**config.mk**
```make
export PLATFORM = sky130hd
export DESIGN_NAME = branch_resolver
export DESIGN_NICKNAME = d
export VERILOG_FILES = /design/src/rtl/branch_resolver.sv
export SDC_FILE = /design/constraint.sdc
export NUM_CORES = 1
export LEC_CHECK = 0
export ABC_CLOCK_PERIOD_IN_PS = 3100
export BUFFER_PORTS_ARGS = -buffer_cell sky130_fd_sc_hd__buf_2
export CAP_MARGIN = 20
export CELL_PAD_IN_SITES_DETAIL_PLACEMENT = 0
export CELL_PAD_IN_SITES_GLOBAL_PLACEMENT = 1
export CORE_MARGIN = 1.5
export CORE_UTILIZATION = 36
export DETAILED_ROUTE_END_ITERATION = 16
export GPL_ROUTABILITY_DRIVEN = 0
export PLACE_DENSITY_LB_ADDON = 0.1
export RECOVER_POWER = 50
export SLEW_MARGIN = 20
export SYNTH_ARGS = -nofsm -noshare
export SYNTH_HDL_FRONTEND = slang
export SYNTH_SLANG_ARGS = --single-unit
```
**constraint.sdc**
```tcl
create_clock -name clock -period 3.1 [get_ports clock]
set_clock_uncertainty 0.15 [all_clocks]
set_input_delay 0.31 -clock clock [delete_from_list [all_inputs] [get_ports clock]]
set_output_delay 0.31 -clock clock [all_outputs]
set_load 0.05 [all_outputs]
```
**src/rtl/branch_resolver.sv**
```systemverilog
// branch_resolver: ID-stage branch/jump resolution unit.
// Computes the redirect target and detects operand hazards that make the
// comparator result stale. It stalls until the operands are valid, then
// issues a one-cycle registered PC redirect with IF/ID and ID/EX flushes.
// It also keeps wrap-around branch statistics counters.
//
// Ports:
//   clock, reset            rising-edge clock, synchronous active-high reset
//   branchEqualInput        ID instruction is BEQ
//   branchNotEqualInput     ID instruction is BNE
//   jumpInput               ID instruction is J (priority over branches)
//   zeroTestInput           comparator flag, 1 when Rs != Rt
//   pcPlus4Input            PC+4 of the ID instruction
//   immediateInput          sign-extended branch offset (words)
//   jumpIndexInput          J-format index field
//   rsInput, rtInput        ID source registers
//   exRegWriteInput, exMemReadInput, exRdInput   EX-stage writer info
//   memMemReadInput, memRdInput                  MEM-stage load info
//   stallOutput             hold PC and IF/ID, bubble into ID/EX
//   pcSrcOutput             PC loads branchTargetOutput this cycle
//   branchTargetOutput      redirect address (holds outside redirect)
//   flushIfIdOutput         zero IF/ID at the next edge
//   flushIdExOutput         squash ID instruction into ID/EX
//   branchCountOutput       resolved conditional branches
//   takenCountOutput        taken branches plus jumps
module branch_resolver #(
    parameter int unsigned COUNT_WIDTH = 16
) (
    input  logic                   clock,
    input  logic                   reset,
    input  logic                   branchEqualInput,
    input  logic                   branchNotEqualInput,
    input  logic                   jumpInput,
    input  logic                   zeroTestInput,
    input  logic [31:0]            pcPlus4Input,
    input  logic [31:0]            immediateInput,
    input  logic [25:0]            jumpIndexInput,
    input  logic [4:0]             rsInput,
    input  logic [4:0]             rtInput,
    input  logic                   exRegWriteInput,
    input  logic                   exMemReadInput,
    input  logic [4:0]             exRdInput,
    input  logic                   memMemReadInput,
    input  logic [4:0]             memRdInput,
    output logic                   stallOutput,
    output logic                   pcSrcOutput,
    output logic [31:0]            branchTargetOutput,
    output logic                   flushIfIdOutput,
    output logic                   flushIdExOutput,
    output logic [COUNT_WIDTH-1:0] branchCountOutput,
    output logic [COUNT_WIDTH-1:0] takenCountOutput
);

    localparam int unsigned STALL_CNT_W = 2;

    typedef enum logic [1:0] {
        IDLE     = 2'd0,
        STALL    = 2'd1,
        REDIRECT = 2'd2
    } state_t;

    state_t                   state, state_next;
    logic [STALL_CNT_W-1:0]   stall_cnt, stall_cnt_next;
    logic [31:0]              target_q;
    logic [COUNT_WIDTH-1:0]   branch_cnt_q, taken_cnt_q;

    logic                     is_branch;
    logic                     branch_cond;
    logic                     ex_match, mem_match;
    logic [STALL_CNT_W-1:0]   hazard_n;
    logic [31:0]              target_c;
    logic                     resolve;
    logic                     taken;
    logic                     stall;

    // Decode-level classification; a jump overrides any branch bit.
    assign is_branch   = (branchEqualInput | branchNotEqualInput) & ~jumpInput;
    assign branch_cond = (branchEqualInput & ~zeroTestInput) |
                         (branchNotEqualInput & zeroTestInput);

    // Register 0 is hardwired, so it never creates a dependency.
    assign ex_match  = (exRdInput != 5'd0) &&
                       ((rsInput == exRdInput) || (rtInput == exRdInput));
    assign mem_match = (memRdInput != 5'd0) &&
                       ((rsInput == memRdInput) || (rtInput == memRdInput));

    // Cycles until the comparator sees valid operands.
    always_comb begin
        hazard_n = STALL_CNT_W'(0);
        if (exMemReadInput && ex_match)
            hazard_n = STALL_CNT_W'(2);
        else if (exRegWriteInput && ex_match)
            hazard_n = STALL_CNT_W'(1);
        else if (memMemReadInput && mem_match)
            hazard_n = STALL_CNT_W'(1);
    end

    assign target_c = jumpInput ? {pcPlus4Input[31:28], jumpIndexInput, 2'b00}
                                : pcPlus4Input + (immediateInput << 2);

    // Next-state and control decode.
    always_comb begin
        state_next     = state;
        stall_cnt_next = stall_cnt;
        stall          = 1'b0;
        resolve        = 1'b0;
        taken          = 1'b0;
        case (state)
            IDLE: begin
                if (is_branch && (hazard_n != STALL_CNT_W'(0))) begin
                    stall          = 1'b1;
                    stall_cnt_next = hazard_n - STALL_CNT_W'(1);
                    if (hazard_n > STALL_CNT_W'(1))
                        state_next = STALL;
                end else if (is_branch || jumpInput) begin
                    resolve = 1'b1;
                    taken   = jumpInput | branch_cond;
                    if (taken)
                        state_next = REDIRECT;
                end
            end
            STALL: begin
                // Hazard inputs are not re-sampled; the count alone decides.
                stall          = 1'b1;
                stall_cnt_next = stall_cnt - STALL_CNT_W'(1);
                if (stall_cnt <= STALL_CNT_W'(1))
                    state_next = IDLE;
            end
            REDIRECT: begin
                // The ID instruction here is wrong-path and is ignored.
                state_next = IDLE;
            end
            default: state_next = IDLE;
        endcase
    end

    // State, target and statistics registers.
    always_ff @(posedge clock) begin
        if (reset) begin
            state        <= IDLE;
            stall_cnt    <= STALL_CNT_W'(0);
            target_q     <= 32'd0;
            branch_cnt_q <= COUNT_WIDTH'(0);
            taken_cnt_q  <= COUNT_WIDTH'(0);
        end else begin
            state     <= state_next;
            stall_cnt <= stall_cnt_next;
            if (resolve && taken)
                target_q <= target_c;
            if (resolve && is_branch)
                branch_cnt_q <= branch_cnt_q + COUNT_WIDTH'(1);
            if (resolve && taken)
                taken_cnt_q <= taken_cnt_q + COUNT_WIDTH'(1);
        end
    end

    assign stallOutput        = stall;
    assign pcSrcOutput        = (state == REDIRECT);
    assign flushIfIdOutput    = (state == REDIRECT);
    assign flushIdExOutput    = (state == REDIRECT);
    assign branchTargetOutput = target_q;
    assign branchCountOutput  = branch_cnt_q;
    assign takenCountOutput   = taken_cnt_q;

endmodule

```
==> flow_summary.ini, run 1 <==
[placed_design]
placement.io_buffers = 184
place_inst = 963
postPlaceCellArea_sq_um = 6070
place.detailed.hpwl_um = 11300

[route]
num_vias = 5141
detail_route.iter0.violations = 239
routed_wirelength_um = 14900
detailedRoute.firstPassIterationCount = 7
detailroute.wirelength.met3_um = 748
route.detailed.wl_per_inst_um = 15.2
highest_layer = met4
antenna_violating_nets_post_route = 0
met2WireLength_um = 7120
drc_errors = 0
via_per_inst = 5.25
detail_route.wirelength.met1_um = 6830

[clock_tree]
ctsResizeCount = 0
post_cts.repair.setup_buffers = 0
cts_buffers = 9
ctsHoldBuffers = 0
cts.htree.levels = 3
root_cell_of_the_clock_tree = sky130_fd_sc_hd__clkbuf_16
cts_sinks = 68
cts.path.max_buffers = 2
tritoncts = yes
clk_latency_ps = 340
clkSlewWorstSetupHoldPaths_ps = 60

[floorplan]
io_pins = 187
initial_utilization_pct = 37.3
floorplan.core_area_sq_um = 13400
dieWidth_um = 121
row_count = 42
height_of_the_die_um = 121
fp.dieArea_sq_um = 14600

[worst_setup_path]
critical_path.reg2reg.startpoint = state[0]
crit_path_max_fo = 5
cp_cell_sequence = buf_2 -> ha_1 -> fa_1 -> a21o_1 -> a221oi_4 -> nor3_2 -> o21ai_2 -> a21oi_2 -> o21ai_1 -> or3b_1 -> a311oi_2
worst-endpoint-required_ps = 3200
critical_path_class = in -> reg
cp_data_arrival_time_ps = 2740
worst_setup_path_start_kind = input port
crit_path_max_incr_delay_ps = 420
path_buf_inv = 1
end_kind = flop
crit_path_top_delay_cell = sky130_fd_sc_hd__fa_1
worst_r2r_path_depth = 5
reg2reg_setup_slack_ps = 970
cp_top_family = compound AO/OA/AOI/OAI gates
critical_path.reg2reg.endpoint = branchCountOutput[15]

[timing]
fmax_mhz = 379
setup_viol = 0
finalSetupTns_ps = 0
rsz0062_at_grt = no
finalCritPeriodShare_pct = 85.2
finalWorstPathRequiredPeriod_ps = 2640
timing_worst_slew_pin_value_ps = 754
maxSlewViolCount = 0
worst_slew_slack_as_a_fraction_of_its_limit_pct = 49.6
finalHoldViolations = 0

[synth]
synth_seq_cells = 68
count_of_flip_flops_with_a_built_in_enable_after_synthesis = 0
ys.flop_type = sky130_fd_sc_hd__dfxtp_1
synthesis.area_per_instance_sq_um = 8.02
share_of_synthesized_registers_carrying_an_async_set_or_reset_pct = 0
yosys_top_cell_by_area = sky130_fd_sc_hd__dfxtp_1
synthesized_area_sq_um = 5000
yosysSeqAreaShare_pct = 27.2
yosysWarningCount = 0
post_synth_main_area_contributors = sky130_fd_sc_hd__dfxtp_1 27%, sky130_fd_sc_hd__xor2_1 9.1%, sky130_fd_sc_hd__ha_1 8.0%
post-synth-top-area-fraction_pct = 27.2
syn-instance-count = 624
postSynthNetCount = 776
synthDistinctLibCells = 71
synth.most_common_cell = sky130_fd_sc_hd__nor2_1
yosys-top-cells-count = 76 x sky130_fd_sc_hd__nor2_1, 68 x sky130_fd_sc_hd__dfxtp_1, 54 x sky130_fd_sc_hd__nand2_1

[grt]
grt_start_max_net_pins = 61
wire_length_of_the_first_global_routing_pass_um = 23900
grt_overflow = 0
grt_use_total_pct = 20.4
grt_antenna_before_repair = 1
grt_pass1_vias = 4898

[flow_run]
cap_viol_max_count = 0

[min_path]
hold_worst_path_end = branchTargetOutput[10]
worstHoldStart = jumpIndexInput[8]
hp-class = in -> reg
hold_path_depth = 3

[layout]
layout.filler_cells = 1434
syn2layout_area_growth_pct = 25.7
fin_nets = 950
post_route_cells_drive_above_1_share_pct = 20.7
finish.instance_area_sq_um = 6290
fin_cells = 980

[power]
power.density_nw_per_um2 = 497
p_leak_nw = 2.71
vdd.ir_drop.worst_mv = 0.262
clock_power_share_pct = 34.1
power.share.sequential_pct = 31.7
p_switching_mw = 1.20
power.combinational.fraction_pct = 34.2
p_sw_share_pct = 38.2
cell_internal_pwr_mw = 1.93

[run_status]
status = complete, no violations
[worst max path at each step]
| stage | cells after the start | end | startpoint |
|---|---|---|---|
| final | 11 | branchTargetOutput[22] | pcPlus4Input[2] |
| after global placement | 11 | branchTargetOutput[22] | pcPlus4Input[2] |
| after floorplan | 10 | branchTargetOutput[22] | pcPlus4Input[2] |
| after CTS | 11 | branchTargetOutput[22] | pcPlus4Input[2] |
| after global routing | 11 | branchTargetOutput[22] | pcPlus4Input[2] |
| after detailed placement | 11 | branchTargetOutput[22] | pcPlus4Input[2] |
[kinds of logic after synthesis]
logic type / synth area share, %
DFF: 27.2
buffers and inverters: 4.73
AOI/OAI and AO/OA: 22.5
and+or+nand+nor: 23.6
muxes: 1.43
xor gates and xnor gates: 12.3
adders and majority gates: 8.40
[sequential cells by signal, indices dropped and copies added (netlist names)]
signal              count
branchTargetOutput     32
takenCountOutput       16
branchCountOutput      16
stall_cnt               2
state                   2
[final cells by class]
| class | count | area (sq um) | area share [%] |
|---|---|---|---|
| multi-input cells | 511 | 3410 | 54.2 |
| flip-flops and latches | 68 | 1360 | 21.6 |
| repair buffers | 194 | 937 | 14.9 |
| clock buffers | 9 | 225 | 3.58 |
| well taps | 176 | 220 | 3.50 |
| clock inverters | 7 | 80.1 | 1.27 |
| inverters | 14 | 52.6 | 0.835 |
| diodes | 1 | 2.50 | 0.0398 |
[layout by cell type (no fill, tap or decap), types with 8 or more instances in the layout]
master	count
sky130_fd_sc_hd__nor3_1	19
sky130_fd_sc_hd__nand3_1	26
sky130_fd_sc_hd__dfxtp_1	68
sky130_fd_sc_hd__inv_1	13
sky130_fd_sc_hd__xnor2_1	18
sky130_fd_sc_hd__o211ai_1	10
sky130_fd_sc_hd__nand4_1	20
sky130_fd_sc_hd__nor2_1	76
sky130_fd_sc_hd__o21ai_0	24
sky130_fd_sc_hd__a21oi_1	38
sky130_fd_sc_hd__clkbuf_1	67
sky130_fd_sc_hd__a31oi_1	10
sky130_fd_sc_hd__a21o_1	12
sky130_fd_sc_hd__ha_1	32
sky130_fd_sc_hd__buf_4	8
sky130_fd_sc_hd__a311oi_1	10
sky130_fd_sc_hd__xor2_1	52
sky130_fd_sc_hd__and3_1	13
sky130_fd_sc_hd__a211oi_1	11
sky130_fd_sc_hd__clkbuf_16	9
sky130_fd_sc_hd__nand2_1	54
sky130_fd_sc_hd__buf_2	117
[routing by layer]
layer  vias up  global-route usage (%)
li1       2615                       -
met1      2362                    26.5
met2       149                    34.5
met3        15                    4.04
met4         0                    5.59
met5         -                       0
[through the flow]
stage / hold WS, ps / worst slack, ps / utilization [%] / total power, mW
2_1_floorplan: 298 / 372 / - / 1.80
3_3_place_gp: 284 / 118 / 45.3 / 2.09
3_5_place_dp: 302 / 112 / 45.3 / 2.10
4_1_cts: 56.5 / 458 / 47.6 / 3.19
5_1_grt: 65.2 / 283 / 47.0 / 3.31
6_report: 72.9 / 459 / 47.0 / 3.13
[power groups by stage]
stage          registers [mW]  clock network (mW)  logic, mW
2_1_floorplan            1.24                   0      0.559
3_3_place_gp             1.00                   0       1.09
3_5_place_dp             1.01                   0       1.09
4_1_cts                 0.989                1.11       1.10
5_1_grt                  1.00                1.14       1.17
6_report                0.991                1.07       1.07
[worst min-delay path: stages]
cell and delay [ps]:
sky130_fd_sc_hd__buf_2 100, sky130_fd_sc_hd__nand2_1 50, sky130_fd_sc_hd__a211oi_1 50
(Power assumes the default switching activity.)
==> inputs of run 2 (changes only) <==
- GPL_TIMING_DRIVEN: default -> 0
==> run 2 against run 1 <==
Net effect: via count up 0.66%; critical path depth unchanged; global-route usage grew 1.3 points; clock-buffer cell count stayed put; first-iteration DRC count is 22% higher; worst hold slack improved by 21 ps; fmax decreased by 5.1%; clock power fell by 12%; worst setup slack lost 140 ps; sequential cell count unchanged.
==> flow_summary.ini, run 2 (same netlist as run 1, synthesis figures left out) <==
[power]
p_leak_nw = 2.73
vdd.ir_drop.worst_mv = 0.273
power.density_nw_per_um2 = 480
power_mw = 3.04

[worst_setup_path]
worst-endpoint-required_ps = 3200
critical_path.reg2reg.startpoint = takenCountOutput[2]
cp_top_family = compound AO/OA/AOI/OAI gates
worst_setup_path_start_kind = input port
crit_path_max_incr_delay_ps = 420
cp_cell_sequence = buf_2 -> ha_1 -> fa_1 -> a21o_1 -> a221oi_4 -> nor3_2 -> o21ai_2 -> a21oi_2 -> o21ai_1 -> or3b_1 -> a311oi_2
cp_data_arrival_time_ps = 2880
reg2reg_setup_slack_ps = 990
path_buf_inv = 1
crit_path_top_delay_cell = sky130_fd_sc_hd__fa_1
critical_path_class = in -> reg
end_kind = flop
crit_path_max_fo = 5
setup.worst_path.start = pcPlus4Input[2]

[clock_tree]
clk_latency_ps = 330
root_cell_of_the_clock_tree = sky130_fd_sc_hd__clkbuf_16
cts.htree.levels = 3
ctsResizeCount = 0
clkSlewWorstSetupHoldPaths_ps = 60
tritoncts = yes
post_cts.repair.setup_buffers = 0
cts_sinks = 68
ctsHoldBuffers = 0
cts.path.max_buffers = 2
cts_buffers = 9

[layout]
antenna_cells_inserted = 0
final_common_cell = sky130_fd_sc_hd__buf_2
largest_register_ffs = 32
commonest_cells_after_routing_fill_and_taps_aside = 123 x sky130_fd_sc_hd__buf_2, 81 x sky130_fd_sc_hd__clkbuf_1, 76 x sky130_fd_sc_hd__nor2_1
fin_cells = 997
fin_nets = 969
finish.instance_area_sq_um = 6320
syn2layout_area_growth_pct = 26.3
post_route_cells_drive_above_1_share_pct = 20.6

[placed_design]
place_inst = 982
place.detailed.hpwl_um = 12800
placement.io_buffers = 182
postPlaceCellArea_sq_um = 6140

[grt]
grt_overflow = 0
grt_pass1_vias = 4944
grt_antenna_before_repair = 0
wire_length_of_the_first_global_routing_pass_um = 24800
grt_use_total_pct = 21.7
grt_start_max_net_pins = 13

[timing]
rsz0062_at_grt = no
finalWorstPathRequiredPeriod_ps = 2780
setup_viol = 0
worst_slew_slack_as_a_fraction_of_its_limit_pct = 46.9
finalHoldViolations = 0
finalCritPeriodShare_pct = 89.7
timing_worst_slew_pin_value_ps = 796
maxSlewViolCount = 0
fmax_mhz = 360

[route]
via_per_inst = 5.19
antenna_violating_nets_post_route = 0
route.detailed.wl_per_inst_um = 16.0
drc_errors = 0
routed_wirelength_um = 16000
detailedRoute.firstPassIterationCount = 4
detail_route.iter0.violations = 292
num_vias = 5175

[floorplan]
height_of_the_die_um = 121
floorplan.core_area_sq_um = 13400
io_pins = 187
row_count = 42
dieWidth_um = 121
initial_utilization_pct = 37.3
fp.dieArea_sq_um = 14600

[min_path]
hp-class = in -> reg
worstHoldStart = jumpIndexInput[12]

[flow_run]
cap_viol_max_count = 0

[run_status]
status = complete, no violations
## run 2: cell count changes in the layout (fill, tap and decap cells not counted), sizes merged
| cell | before | now |
|---|---|---|
| clkinv | 1 | 5 |
| diode | 1 | 0 |
| bufinv | 1 | 0 |
| clkbuf | 76 | 93 |
| buf | 127 | 129 |
| inv | 17 | 13 |
## run 2: through the flow
stage	setup WS, ps	hold WS (ps)	setup TNS [ps]	util, %
after CTS	320	83.4	0	47.8
after detailed placement	-9.97	311	-19.0	45.8
after floorplan	372	298	0	-
final	319	93.7	0	47.2
after global routing	63.1	93.6	0	47.2
after global placement	-23.3	306	-23.3	45.8
## run 2: worst min-delay path, stage by stage
cell                       delay (ps)
sky130_fd_sc_hd__buf_2             90
sky130_fd_sc_hd__nand2_1           50
sky130_fd_sc_hd__a311oi_1          80
## run 2: cell type report
type,instances,area [sq um]
Multi-Input combinational cell,511,3410
Clock inverter,6,42.5
Sequential cell,68,1360
Inverter,14,52.6
Buffer,31,184
Fill cell,1424,7080
Tap cell,176,220
Clock buffer,9,225
Timing Repair Buffer,182,827
## run 2: worst paths after layout
| check | endpoint | cells past startpoint |
|---|---|---|
| worst max-delay path | branchTargetOutput[22] | 11 |
| worst min-delay path | branchTargetOutput[14] | 3 |
| worst max register to register | takenCountOutput[15] | 8 |
| worst min register to register | branchTargetOutput[0] | 2 |
## run 2: power breakdown
part | switching [mW] | total, mW | internal, mW
Clock | 0.406 | 0.943 | 0.536
Sequential | 0.0499 | 0.995 | 0.946
Combinational | 0.740 | 1.10 | 0.357
Total | 1.20 | 3.04 | 1.84
## run 2: layer usage
layer | routed length [um] | track usage (%) | up-vias
li1 | - | - | 2653
met2 | 7800 | 38.3 | 125
met4 | 277 | 6.76 | 0
met1 | 7270 | 26.9 | 2377
met3 | 644 | 3.81 | 20
met5 | 0 | 0 | -
